File: src/rtl/layer_mixer.sv
// rtl/layer_mixer.sv - priority compositor of overlay layers over a background, with blink and sync-aligned pipeline
module layer_mixer #(
  parameter int NUM_LAYERS   = 4,
  parameter int COLOR_W      = 4,
  parameter int PIPE_STAGES  = 2,
  parameter int BLINK_FRAMES = 30
) (
  input  logic                            clk,
  input  logic                            reset,
  input  logic                            p_tick,
  input  logic                            video_on,
  input  logic                            hsync_in,
  input  logic                            vsync_in,
  input  logic [NUM_LAYERS-1:0]           layer_on,
  input  logic [NUM_LAYERS*3*COLOR_W-1:0] layer_rgb,
  input  logic [3*COLOR_W-1:0]            bg_rgb,
  input  logic [NUM_LAYERS-1:0]           cfg_enable,
  input  logic [NUM_LAYERS-1:0]           cfg_blink,
  output logic [COLOR_W-1:0]              red,
  output logic [COLOR_W-1:0]              green,
  output logic [COLOR_W-1:0]              blue,
  output logic                            hsync,
  output logic                            vsync,
  output logic                            frame_start
);

  localparam int RGB_W = 3 * COLOR_W;
  localparam int CNT_W = $clog2(BLINK_FRAMES) + 1;
  localparam int SW    = RGB_W + 2;

  logic                  vsync_prev;
  logic                  frame_bnd;
  logic                  cnt_wrap;
  logic [CNT_W-1:0]      frame_cnt;
  logic                  blink_phase;
  logic [NUM_LAYERS-1:0] en_sh;
  logic [NUM_LAYERS-1:0] blink_sh;
  logic [NUM_LAYERS-1:0] en_eff;
  logic [NUM_LAYERS-1:0] blink_eff;
  logic                  phase_eff;
  logic [NUM_LAYERS-1:0] eligible;
  logic [RGB_W-1:0]      sel_rgb;
  logic [SW-1:0]         pipe [PIPE_STAGES];

  // Frame boundary is a vsync falling edge seen on a pixel tick.
  assign frame_bnd = p_tick & ~vsync_in & vsync_prev;
  assign cnt_wrap  = (frame_cnt == CNT_W'(BLINK_FRAMES - 1));

  // On the boundary pixel itself, selection already sees the config and phase about to be loaded.
  assign en_eff    = frame_bnd ? cfg_enable : en_sh;
  assign blink_eff = frame_bnd ? cfg_blink : blink_sh;
  assign phase_eff = (frame_bnd & cnt_wrap) ? ~blink_phase : blink_phase;
  assign eligible  = layer_on & en_eff & (~blink_eff | {NUM_LAYERS{phase_eff}});

  // Frame tracking: edge detector, shadow config load and blink counter.
  always_ff @(posedge clk) begin
    if (reset) begin
      vsync_prev  <= 1'b1;
      frame_start <= 1'b0;
      frame_cnt   <= '0;
      blink_phase <= 1'b1;
      en_sh       <= '1;
      blink_sh    <= '0;
    end else begin
      frame_start <= frame_bnd;
      if (p_tick) vsync_prev <= vsync_in;
      if (frame_bnd) begin
        en_sh    <= cfg_enable;
        blink_sh <= cfg_blink;
        if (cnt_wrap) begin
          frame_cnt   <= '0;
          blink_phase <= ~blink_phase;
        end else begin
          frame_cnt <= frame_cnt + CNT_W'(1);
        end
      end
    end
  end

  // Lowest-index eligible layer wins; background otherwise; black outside the visible area.
  always_comb begin
    sel_rgb = bg_rgb;
    for (int i = NUM_LAYERS - 1; i >= 0; i--) begin
      if (eligible[i]) sel_rgb = layer_rgb[i*RGB_W +: RGB_W];
    end
    if (!video_on) sel_rgb = '0;
  end

  // Colour and sync share one register chain so they stay aligned.
  always_ff @(posedge clk) begin
    if (reset) begin
      for (int s = 0; s < PIPE_STAGES; s++) pipe[s] <= {{RGB_W{1'b0}}, 2'b11};
    end else if (p_tick) begin
      pipe[0] <= {sel_rgb, hsync_in, vsync_in};
      for (int s = 1; s < PIPE_STAGES; s++) pipe[s] <= pipe[s-1];
    end
  end

  assign {red, green, blue, hsync, vsync} = pipe[PIPE_STAGES-1];

endmodule
File: config.mk
export PLATFORM = sky130hd
export DESIGN_NAME = layer_mixer
export DESIGN_NICKNAME = d
export VERILOG_FILES = /design/src/rtl/layer_mixer.sv
export SDC_FILE = /design/constraint.sdc
export NUM_CORES = 1
export LEC_CHECK = 0
export BUFFER_PORTS_ARGS = -buffer_cell sky130_fd_sc_hd__clkbuf_2
export CAP_MARGIN = 30
export CORE_ASPECT_RATIO = 1.1
export CORE_MARGIN = 2
export CORE_UTILIZATION = 53
export DETAILED_ROUTE_END_ITERATION = 8
export GPL_TIMING_DRIVEN = 0
export PLACE_DENSITY = 0.88
export SYNTH_ARGS = -nofsm -noshare
export SYNTH_HDL_FRONTEND = slang
export SYNTH_SLANG_ARGS = --single-unit
export TNS_END_PERCENT = 5
File: constraint.sdc
create_clock -name clk -period 4.1 [get_ports clk]
set_clock_uncertainty 0.15 [all_clocks]
set_input_delay 0.82 -clock clk [delete_from_list [all_inputs] [get_ports clk]]
set_output_delay 0.82 -clock clk [all_outputs]
set_load 0.01 [all_outputs]
# ---- Word level (Yosys, flattened, before mapping)
# Memories as Yosys holds them, arrays and structs flattened.
# Index checks and enable logic that the tools add are counted.
# W data, S select, Z words.
dict set report op_classes {
  n_bitwise 11
  n_addsub 1
  eq_ne 1
  reduce_logical 1
  n_mux 16
}
# operator n
set op_table {}
lappend op_table {{$mux W12} 5}
lappend op_table {{$mux W14} 2}
lappend op_table {{$and A4 B4 Y4} 2}
lappend op_table {{$mux W4} 2}
lappend op_table {{$add A6 B1 Y6 const B} 1}
lappend op_table {{$eq A6 B5 Y1 const B} 1}
lappend op_table {{$mux W1} 6}
lappend op_table {{$mux W6} 1}
lappend op_table {{$not A4 Y4} 1}
lappend op_table {{$or A4 B4 Y4} 1}
lappend op_table {{$and A1 B1 Y1} 3}
lappend op_table {{$not A1 Y1} 2}
lappend op_table {{$or A1 B1 Y1} 2}
lappend op_table {{$reduce_and A2 Y1} 1}
dict set report totals {
  ramBits 28
  regBits 17
  n_memories 1
  input_bits 78
  elab_cells 37
  output_inout_bits 15
}
# name words width read_ports rd_clocked_by_memory_dff write_ports line_no
set memory_table {}
lappend memory_table {pipe 2 14 2 0 2 43} ;# logic [SW-1:0] pipe [PIPE_STAGES];

# ---- Logic depth before layout (Yosys ltp)
dict set report depth {
  ltp_word 13
  ltp_mapped 10
  ltp_nobuf 8
}

# ---- Worst setup path after synthesis
# Ideal clock, no wire load.
dict set report synth_path {
  path_type {input -> register}
  start {in p_tick}
  end {mem pipe[0][3] (netlist name) (data pin)}
  t_required_ps 3677
  path_stages 9
  setup_slack_ps 1307
  setup_ps 273
  arrival_ps 2371
  path_buffers 3
  cell_sequence {buf_4 > and3b_4 > buf_6 > mux2i_1 > a211oi_2 > and2_1 > buf_4 > a2111oi_0 > nor4_1}
}
# element line_no
set synth_rtl {}
lappend synth_rtl {{from (decl)} 10} ;# input logic p_tick,
lappend synth_rtl {{to (decl)} 43}

==> reports/metrics.yaml <==
ys_ff_latch: 45
setup_viol: 0
grt_max_degree: 30
via_per_inst: 5.51
dpl_worst_slack_ns: 0.751
fp.dieW_um: 69.3
cts_buffer_depth: 2
grt_pass1_vias: 1986
vias: 2189
place_area_um2: 3010
multiInputGateArea_um2: 1090
status: "completed"
antennaDiodeCount: 0
grt_antenna_before_repair: 0
report.final.slew_viol_count: 0
cts_buffers: 5
clk_transition_reported_paths_ns: 0.08
synth_top_area_cell: "edfxtp_1"
start_util: 0.541
gp_congestion: 0.827
synth.most_common_cell: "edfxtp_1"
post-cts-setup-buffer-count: 0
num_rows: 26
syn_nets: 322
wl_met3_um: 365
holdCritPathClass: "reg2reg"
fin_crit_ns: 3.09
synthDistinctLibCells: 45
yosysTopAreaCellShare: 0.339
syn-instance-count: 242
critPathArrivalTime_ns: 2.96
drt-met1-wl_mm: 2.35
cp-start-kind: "input pin"
grt_pass1_wl_mm: 8.88
post-route-period-util: 0.753
hpwl_mm: 4.43
post-route-util: 0.678
routedWlPerCell_um: 14.4
syn2layout_area_growth_pct: 25.3
tns_ns: 0
fill_cells: 368
h-tree-depth: 2
numClockSinks: 45
drtPass1Iterations: 4
powerDensity_nw_per_um2: 317
drt-total-wl_mm: 5.73
highest_layer: "met4"
nNetsFinal: 420
regArea_um2: 1180
synth.avg_cell_area_um2: 10.3
layout-drive-gt1-share: 0.384
max_freq_mhz: 324
fp.dieArea_um2: 5250
leakagePower_nw: 1.38
ys_top_cells_by_area: "edfxtp_1, dfxtp_1, and2_1, buf_4, a21boi_0"
slew_headroom: 0.569
drt_iter0_drc: 194
whs_path_depth: 2
hold_buffers: 0
required_ns: 3.97
finalHoldViolCount: 0
cts_tree: "yes"
wl_met2_mm: 2.88
coreArea_um2: 4590
clk_latency_ns: 0.29
critical_path.startpoint: "vsync_in"
syn_area_um2: 2480
holdCritStartpoint: "blink_sh[3]"
synth_edf_count: 28
peakVddDrop_mv: 0.214
dieHeight_um: 75.8
worstMarginPinSlew_ns: 0.647
yosysSeqAreaShare: 0.476
worst_slack_ns: 1.01
finish.instance_area_um2: 3110
crit_path_end_kind: "register"
rsz0062_at_grt: "no"
port_buffers: 91
max_cap_violations: 0
reg2reg_depth: 10
cts_resized: 0
drc: 0
crit_fanout: 10
power_w: 0.000988
cts_root_buf: "clkbuf_8"
io_pins: 93
synth_common_cells: "edfxtp_1, and2_1, nor2_1"
grt.overflow.total: 0
regToRegStartpoint: "frame_cnt[1]"
ys_warn_count: 0
drt.antenna.violating_nets: 0
crit_type: "in2reg"
async_reset_ff_frac: 0
grt_usage: 0.217
synth-main-ff-cell: "edfxtp_1"
[layer usage]
layer,track usage,up-vias
li1,-,1072
met1,0.269,1013
met2,0.378,92
met3,0.0463,12
met4,0.0828,0
met5,0,-
[path summary, 6_finish.rpt]
kind                               endpoint  slack [ns]
worst max-delay path             pipe[0][4]        1.01
worst max register to register   pipe[0][4]        1.08
worst min register to register  blink_sh[3]        0.30
worst min-delay path            blink_sh[3]        0.30
[cell usage in the layout (no fill, tap or decap), types with 6 or more instances in the layout]
cell type / synthesis / layout
a21boi_0: 12 / 12
nand2b_1: 7 / 7
clkbuf_2: 0 / 91
nand2_1: 8 / 8
inv_1: 6 / 6
nor4_1: 11 / 11
o21ai_0: 11 / 11
edfxtp_1: 28 / 28
buf_4: 15 / 15
and2_1: 18 / 18
nor3_1: 12 / 12
nor2_1: 18 / 18
dfxtp_1: 17 / 17
clkbuf_1: 6 / 7
a21oi_1: 8 / 8
a2111oi_1: 8 / 8
[layout make-up]
type	instances	share of cell area
clock buffers	7	0.0314
clock inverters	1	0.00161
plain buffers	29	0.0623
flip-flops and latches	45	0.380
well taps	56	0.0225
inverters	6	0.00724
repair buffers	91	0.146
multi-input cells	162	0.349
[worst max-delay path, stage by stage]
cell	delay, ns
clkbuf_2	0.13
nand3b_1	0.34
and2_0	0.26
o21bai_1	0.23
clkbuf_1	0.32
a21boi_0	0.13
a2111oi_0	0.57
nor4_1	0.15
[per-stage QoR]
step	cells	hold WS (ns)
6_report	397	0.301
5_1_grt	397	0.316
4_1_cts	397	0.303
3_5_place_dp	389	0.292
3_3_place_gp	389	0.287
2_1_floorplan	242	0.277
[flip-flops by register name, indices dropped and copies added (netlist names)]
name	count
vsync_prev	1
frame_start	1
en_sh	4
frame_cnt	6
pipe	28
blink_sh	4
blink_phase	1
[logic make-up (layout without fill, tap and decap cells)]
kind of cell / count (synthesis) / in the layout / synth area share
AOI/OAI and AO/OA: 58 / 58 / 0.179
xor gates and xnor gates: 5 / 5 / 0.0176
and+or+nand+nor: 93 / 93 / 0.214
DFF: 45 / 45 / 0.476
buffers and inverters: 35 / 134 / 0.0872
muxes: 4 / 4 / 0.0166
adders and majority gates: 2 / 2 / 0.0101
[power by group]
part / switching, W / internal (W)
clock: 0.000149 / 0.000156
sequential: 0.00000798 / 0.000507
combinational: 0.0000862 / 0.0000822
Power figures use the tool's default switching activity.
